==> src/rtl/symbol_tallier.sv <==
// Streaming per-symbol frequency counter: tallies a frame of symbols, then drains all counts in symbol order.
// Optional build macro TALLY_SAT_EN: counters saturate and record a sticky per-symbol overflow flag.
module symbol_tallier #(
  parameter int SYM_W = 4,
  parameter int CNT_W = 8
) (
  input  logic                   clk,
  input  logic                   rst,
  input  logic                   in_valid,
  output logic                   in_ready,
  input  logic [SYM_W-1:0]       in_sym,
  input  logic                   in_last,
  output logic                   out_valid,
  input  logic                   out_ready,
  output logic [SYM_W-1:0]       out_sym,
  output logic [CNT_W-1:0]       out_count,
  output logic                   out_last,
  output logic [CNT_W+SYM_W-1:0] out_total,
  output logic                   out_ovf,
  output logic                   busy
);

  localparam int NSYM  = 1 << SYM_W;
  localparam int TOT_W = CNT_W + SYM_W;

  typedef enum logic [1:0] {CLEAR, COUNT, DRAIN} state_t;

  state_t           state, state_d;
  logic [SYM_W-1:0] idx, idx_d;
  logic [TOT_W-1:0] total;
  logic [CNT_W-1:0] cnt_mem [NSYM];
  logic [CNT_W-1:0] cnt_cur, cnt_next;
  logic             in_hs, out_hs, idx_max;

  assign in_hs   = in_valid & (state == COUNT);
  assign out_hs  = out_ready & (state == DRAIN);
  assign idx_max = &idx;
  assign cnt_cur = cnt_mem[in_sym];

  // NOTE: every variable gets a default before the case so no path leaves it unassigned (no latches).
  always_comb begin
    state_d = state;
    idx_d   = idx;
    case (state)
      CLEAR: begin
        idx_d = idx + SYM_W'(1);
        if (idx_max) state_d = COUNT;
      end
      COUNT: begin
        if (in_hs && in_last) begin
          state_d = DRAIN;
          idx_d   = '0;
        end
      end
      DRAIN: begin
        if (out_ready) begin
          idx_d = idx + SYM_W'(1);
          if (idx_max) state_d = COUNT;
        end
      end
      default: state_d = CLEAR;
    endcase
  end

  // NOTE: sequential state uses non-blocking assignments so all registers update from pre-edge values.
  always_ff @(posedge clk or posedge rst) begin
    if (rst) begin
      state <= CLEAR;
      idx   <= '0;
    end else begin
      state <= state_d;
      idx   <= idx_d;
    end
  end

  always_ff @(posedge clk or posedge rst) begin
    if (rst)                   total <= '0;
    else if (in_hs)            total <= total + TOT_W'(1);
    else if (out_hs && idx_max) total <= '0;
  end

`ifdef TALLY_SAT_EN
  logic ovf_mem [NSYM];
  logic at_max;

  assign at_max   = &cnt_cur;
  assign cnt_next = at_max ? cnt_cur : cnt_cur + CNT_W'(1);
  assign out_ovf  = (state == DRAIN) & ovf_mem[idx];

  always_ff @(posedge clk) begin
    if (state == CLEAR || out_hs) ovf_mem[idx]    <= 1'b0;
    else if (in_hs && at_max)     ovf_mem[in_sym] <= 1'b1;
  end
`else
  assign cnt_next = cnt_cur + CNT_W'(1);
  assign out_ovf  = 1'b0;
`endif

  // NOTE: the counter array has no reset; the CLEAR sweep after every reset zeroes it one entry per cycle.
  always_ff @(posedge clk) begin
    if (state == CLEAR || out_hs) cnt_mem[idx]    <= '0;
    else if (in_hs)               cnt_mem[in_sym] <= cnt_next;
  end

  assign in_ready  = (state == COUNT);
  assign busy      = (state != COUNT);
  assign out_valid = (state == DRAIN);
  assign out_sym   = out_valid ? idx : '0;
  assign out_count = out_valid ? cnt_mem[idx] : '0;
  assign out_last  = out_valid & idx_max;
  assign out_total = total;

endmodule

==> config.mk <==
export PLATFORM = sky130hd
export DESIGN_NAME = symbol_tallier
export DESIGN_NICKNAME = d
export VERILOG_FILES = /design/src/rtl/symbol_tallier.sv
export SDC_FILE = /design/constraint.sdc
export NUM_CORES = 1
export LEC_CHECK = 0
export CAP_MARGIN = 15
export CORE_ASPECT_RATIO = 1.25
export CORE_MARGIN = 3
export CORE_UTILIZATION = 40
export DETAILED_ROUTE_END_ITERATION = 6
export GPL_TIMING_DRIVEN = 0
export REMOVE_ABC_BUFFERS = 1
export SLEW_MARGIN = 10
export SYNTH_ARGS = -nofsm -noshare
export SYNTH_HDL_FRONTEND = slang
export SYNTH_SLANG_ARGS = --single-unit
==> constraint.sdc <==
create_clock -name clk -period 3.7 [get_ports clk]
set_clock_uncertainty 0.1 [all_clocks]
set_input_delay 0.925 -clock clk [delete_from_list [all_inputs] [get_ports clk]]
set_output_delay 0.925 -clock clk [all_outputs]
set_load 0.01 [all_outputs]
## Word-level counts from Yosys, hierarchy flattened

Memory sizes are Yosys's and may differ from the RTL's.
Index checks and enable logic that the tools add are counted.

- Eq/ne operators: 5
- Bitwise logic cells: 3
- $add $sub $neg: 3
- Reduce and logical (&&, ||, !) cells: 10
- Mux-type cells: 19

Operators by type and width:

| operator | number |
|---|---|
| $mux 12 | 2 |
| $mux 4 | 4 |
| $mux 8 | 2 |
| $add 12x1->12 const B | 1 |
| $pmux 4 s3 | 1 |
| $add 8x1->8 const B | 1 |
| $reduce_or 8->1 | 1 |
| $mux 1 | 6 |
| $mux 2 | 3 |
| $ne 2x1->1 const B | 3 |
| $pmux 2 s3 | 1 |
| $add 4x1->4 const B | 1 |
| $reduce_and 4->1 | 1 |
| $and 1x1->1 | 3 |
| $reduce_and 3->1 | 1 |
| $reduce_bool 3->1 | 1 |
| $eq 2x1->1 const B | 1 |
| $eq 2x2->1 const B | 1 |
| $logic_and 1x1->1 | 2 |
| $logic_not 2->1 | 1 |
| $reduce_and 2->1 | 1 |
| $reduce_bool 2->1 | 1 |
| $logic_or 1x1->1 | 1 |

- Bits in writable memories: 128
- Input bits: 9
- Word-level logic and storage cells: 44
- Output and inout bits: 29
- Memories kept: 1
- Flip-flop bits (word level): 18

Memories:

| name | depth | bits a word | read ports | clocked after Yosys merged registers in | write ports | RTL line | text |
|---|---|---|---|---|---|---|---|
| cnt_mem | 16 | 8 | 2 | 0 | 1 | 31 | `logic [CNT_W-1:0] cnt_mem [NSYM];` |

## Logic depth before layout (Yosys ltp)

- Word-level depth: 7
- Gate-level depth with buffers: 9

## Worst setup path before layout

No wires, ideal clock.

- Kind: input -> register
- From: input port in_sym[0]
- To: memory cnt_mem[0][7] (data pin)
- Slack: 0.337 ns
- Stages on the path: 6
- Library setup time: 0.291 ns
- Path buffers: 2
- Arrival: 2.972 ns
- Cells stage by stage: buf_6 > buf_12 > mux4_2 > mux4_2 > or3_1 > a21oi_1

- Word-level cells in the longest chain between the ends: 3

Ends and longest elaborated chain:

| item | RTL line | text |
|---|---|---|
| start, declared | 11 | `input logic [SYM_W-1:0] in_sym,` |
| $mem_v2 16x8 | -- |  |
| $add 8x1->8 | 95 | `assign cnt_next = cnt_cur + CNT_W'(1);` |
| $mux 8 (no source line) | -- |  |
| end, declared | 31 |  |

Every way passes these cells.

## Worst setup path in the final report

- From: register idx[0]
- To: output port out_count[0]

- Word-level cells in the longest chain between the ends: 2

Ends and longest elaborated chain:

| item | RTL line | text |
|---|---|---|
| start, declared | 29 | `logic [SYM_W-1:0] idx, idx_d;` |
| start signal, assigned | 72 | `idx <= idx_d;` |
| $mem_v2 16x8 | -- |  |
| $mux 8 | 109 | `assign out_count = out_valid ? cnt_mem[idx] : '0;` |
| end, declared | 16 | `output logic [CNT_W-1:0] out_count,` |

Every way passes these cells.

==> results_dict.tcl <==
set metrics [dict create \
    outcome "completed" \
    syn_to_final_growth_pct 19.9 \
    drv_cap 0 \
    critPathKind "flip-flop to output port" \
    nNetsFinal 487 \
    worst_hold_path.num_cells 1 \
    placed_cell_area_sq_mm 0.00765 \
    slew_headroom_pct 16.8 \
    p_sw_mw 2.04 \
    worst_setup_path_end_kind "output port" \
    place_inst 659 \
    grt_pass1_vias 4408 \
    hold_end "out_total[11]" \
    ys_ff_latch 146 \
    antenna_cells 0 \
    ir_drop_mv 0.374 \
    total_power_mw 6.52 \
    fin_area_sq_mm 0.00849 \
    syn_area_sq_mm 0.00708 \
    r2r_slack_ns 0.21 \
    avgSynthCellArea_sq_um 16.7 \
    wl_per_cell_microns 26.0 \
    ys_seq_area_share_pct 60.6 \
    drive_gt1_share_pct 28.1 \
    hold_class "flip-flop to flip-flop" \
    rsz0062_at_grt "false" \
    arrival_ns 2.61 \
    slew_viol_final 0 \
    antenna_left 0 \
    htree_levels 4 \
    comb_power_share_pct 33.2 \
    finalCritPeriodShare_pct 98.3 \
    setup_violations 0 \
    fill_cells 1412 \
    gr-usage-all-layers_pct 19.4 \
    fmax_mhz 275 \
    stdcell_count 708 \
    clockBufferDepth 2 \
    cts-root-buf "clkbuf_16" \
    grt-ovfl-total 0 \
    fp.dieArea_sq_mm 0.0193 \
    place.gp.congestion 0.805 \
    num_vias 4350 \
    async_reset_ff_share_pct 12.3 \
    synth_edf_count 128 \
    ys_warn_count 0 \
    synth_cell_types 40 \
    drc_errors 0 \
    io_buffers 36 \
    p_clk_share_pct 28.4 \
    internal-power_mw 4.48 \
    die_width_microns 125 \
    core_area_sq_mm 0.0171 \
    start_kind "flip-flop" \
    grt_max_degree 37 \
    clkSinkCount 146 \
    die-height_microns 155 \
    r2r-end "cnt_mem[10][0]" \
    p_leak_nw 2.90 \
    initial_core_util_pct 41.4 \
    placementRows 53 \
    place_hpwl_mm 11.1 \
    swShare_pct 31.3 \
    dp_slack_ns -1.01 \
    design.portCount 38 \
    hp-start "out_total[11]" \
    cp_max_fo 6 \
    drt_iter0_markers 474 \
    min_period_ns 3.64 \
    wl_mm 18.4 \
    grt_first_pass_wirelength_mm 27.2 \
    fin_ws_ns 0.0636 \
    synth_ff_type "edfxtp_1" \
    netlist_instances 425 \
    final-hold-violation-count 0 \
    clock_latency_ns 0.42 \
    via_per_inst 6.14 \
    cts_buffers 17 \
    critPathRequiredTime_ns 2.67 \
    tritoncts "done" \
    worst_pin_slew_ns 1.24 \
    antenna_found_initial 0 \
    cts.reportedPaths.clkPinSlew_ns 0.07 \
    rr_worst_depth 5 \
    dr.pass1.iters 6 \
    power_density_mw_per_mm2 768 \
    reg2reg_from "state[0]" \
    p_seq_share_pct 38.4 \
]
repair_timing:
action,in CTS,in global routing
resized for setup,13,4
hold buffers,0,0
endpoints found under the setup margin,104,50
setup buffers,7,9
power groups by stage:
stage | clock network (mW) | logic (mW) | registers (mW)
after detailed placement | 0 | 1.79 | 2.65
final | 1.85 | 2.17 | 2.51
after global placement | 0 | 1.70 | 2.68
after floorplan | 0 | 1.19 | 2.53
after global routing | 1.95 | 2.28 | 2.55
after CTS | 1.87 | 2.05 | 2.50
through the flow:
stage / setup TNS (ns) / hold slack [ns] / utilization [%]
floorplan: -0.773 / 0.413 / -
global placement: -457.56 / 0.377 / 44.3
detailed placement: -77.71 / 0.386 / 44.7
CTS: 0 / 0.395 / 49.0
global route: 0 / 0.409 / 49.6
finish: 0 / 0.386 / 49.6
flip-flops by register name, summed over array words and instances, names as in the netlist:
| name | cells |
|---|---|
| cnt_mem | 128 |
| out_total | 12 |
| idx | 4 |
| state | 2 |
cells by family (layout without fill, tap and decap cells):
logic type | after synthesis | in the layout | synth area share [%]
flip-flops | 146 | 146 | 60.6
XOR/XNOR | 5 | 5 | 0.618
multiplexers | 75 | 75 | 23.7
AND/OR/NAND/NOR | 108 | 108 | 7.30
adder cells (fa/ha/maj) | 3 | 3 | 0.530
other | 1 | 1 | 0.0530
buffers and inverters | 34 | 97 | 2.37
AO/OA/AOI/OAI | 53 | 53 | 4.77
synth_stat cells, types with 5 or more instances:
master / count / area, sq um
edfxtp_1: 128 / 3840
mux4_2: 69 / 1550
nor2_1: 34 / 128
nand2_1: 23 / 86.3
dfrtp_1: 18 / 450
a22oi_1: 15 / 113
clkbuf_1: 14 / 52.6
and2_1: 12 / 75.1
nand3_1: 12 / 60.1
o21ai_0: 9 / 45.0
nand4_1: 8 / 50.1
a31oi_1: 7 / 43.8
buf_2: 7 / 35.0
inv_1: 7 / 26.3
o21ai_1: 6 / 30.0
a21oi_1: 5 / 25.0
final cells by class:
| class | instances | area [sq um] | area share, % |
|---|---|---|---|
| Clock buffer | 18 | 429 | 5.06 |
| Clock inverter | 14 | 201 | 2.37 |
| Inverter | 7 | 26.3 | 0.310 |
| Multi-Input combinational cell | 245 | 2650 | 31.2 |
| Sequential cell | 146 | 4300 | 50.6 |
| Tap cell | 220 | 275 | 3.24 |
| Timing Repair Buffer | 58 | 611 | 7.19 |
placed cells by master (no fill, tap or decap), types with 7 or more instances in the layout:
cell type	count
dlygate4sd2_1	8
mux4_2	69
nand2_1	23
a22oi_1	15
clkbuf_16	17
a31oi_1	7
nand4_1	8
buf_4	14
dfrtp_1	16
edfxtp_1	128
and2_1	12
inv_1	7
clkdlybuf4s50_1	26
o21ai_0	9
nor2_1	28
nand3_1	12
per-layer routing:
| layer | vias up | track usage, % | part of all wire [%] |
|---|---|---|---|
| met5 | - | 0 | 0 |
| met3 | 20 | 4.32 | 6.7 |
| met2 | 218 | 34.3 | 53 |
| met1 | 2271 | 23.5 | 38 |
| li1 | 1841 | - | - |
| met4 | 0 | 6.77 | 1.7 |
how the worst max path moves through the flow:
stage	from	endpoint	slack [ns]	depth (start not counted)
final	idx[0]	out_count[0]	0.06	6
after global placement	in_sym[0]	cnt_mem[4][5]	-2.34	6
after CTS	idx[0]	out_count[0]	0.0003	6
after detailed placement	in_sym[2]	cnt_mem[6][5]	-1.01	7
after global routing	in_sym[2]	cnt_mem[9][3]	0.01	7
after floorplan	idx[0]	out_count[0]	-0.1	3
critical path, stage by stage, from the launching register on:
cell and delay, ns:
dfrtp_4 0.53, buf_16 0.17, buf_4 0.15, mux4_2 0.42
mux4_2 0.47, and2_1 0.18, dlygate4sd2_1 0.28
Note: power is estimated with default switching activity, not from simulation.
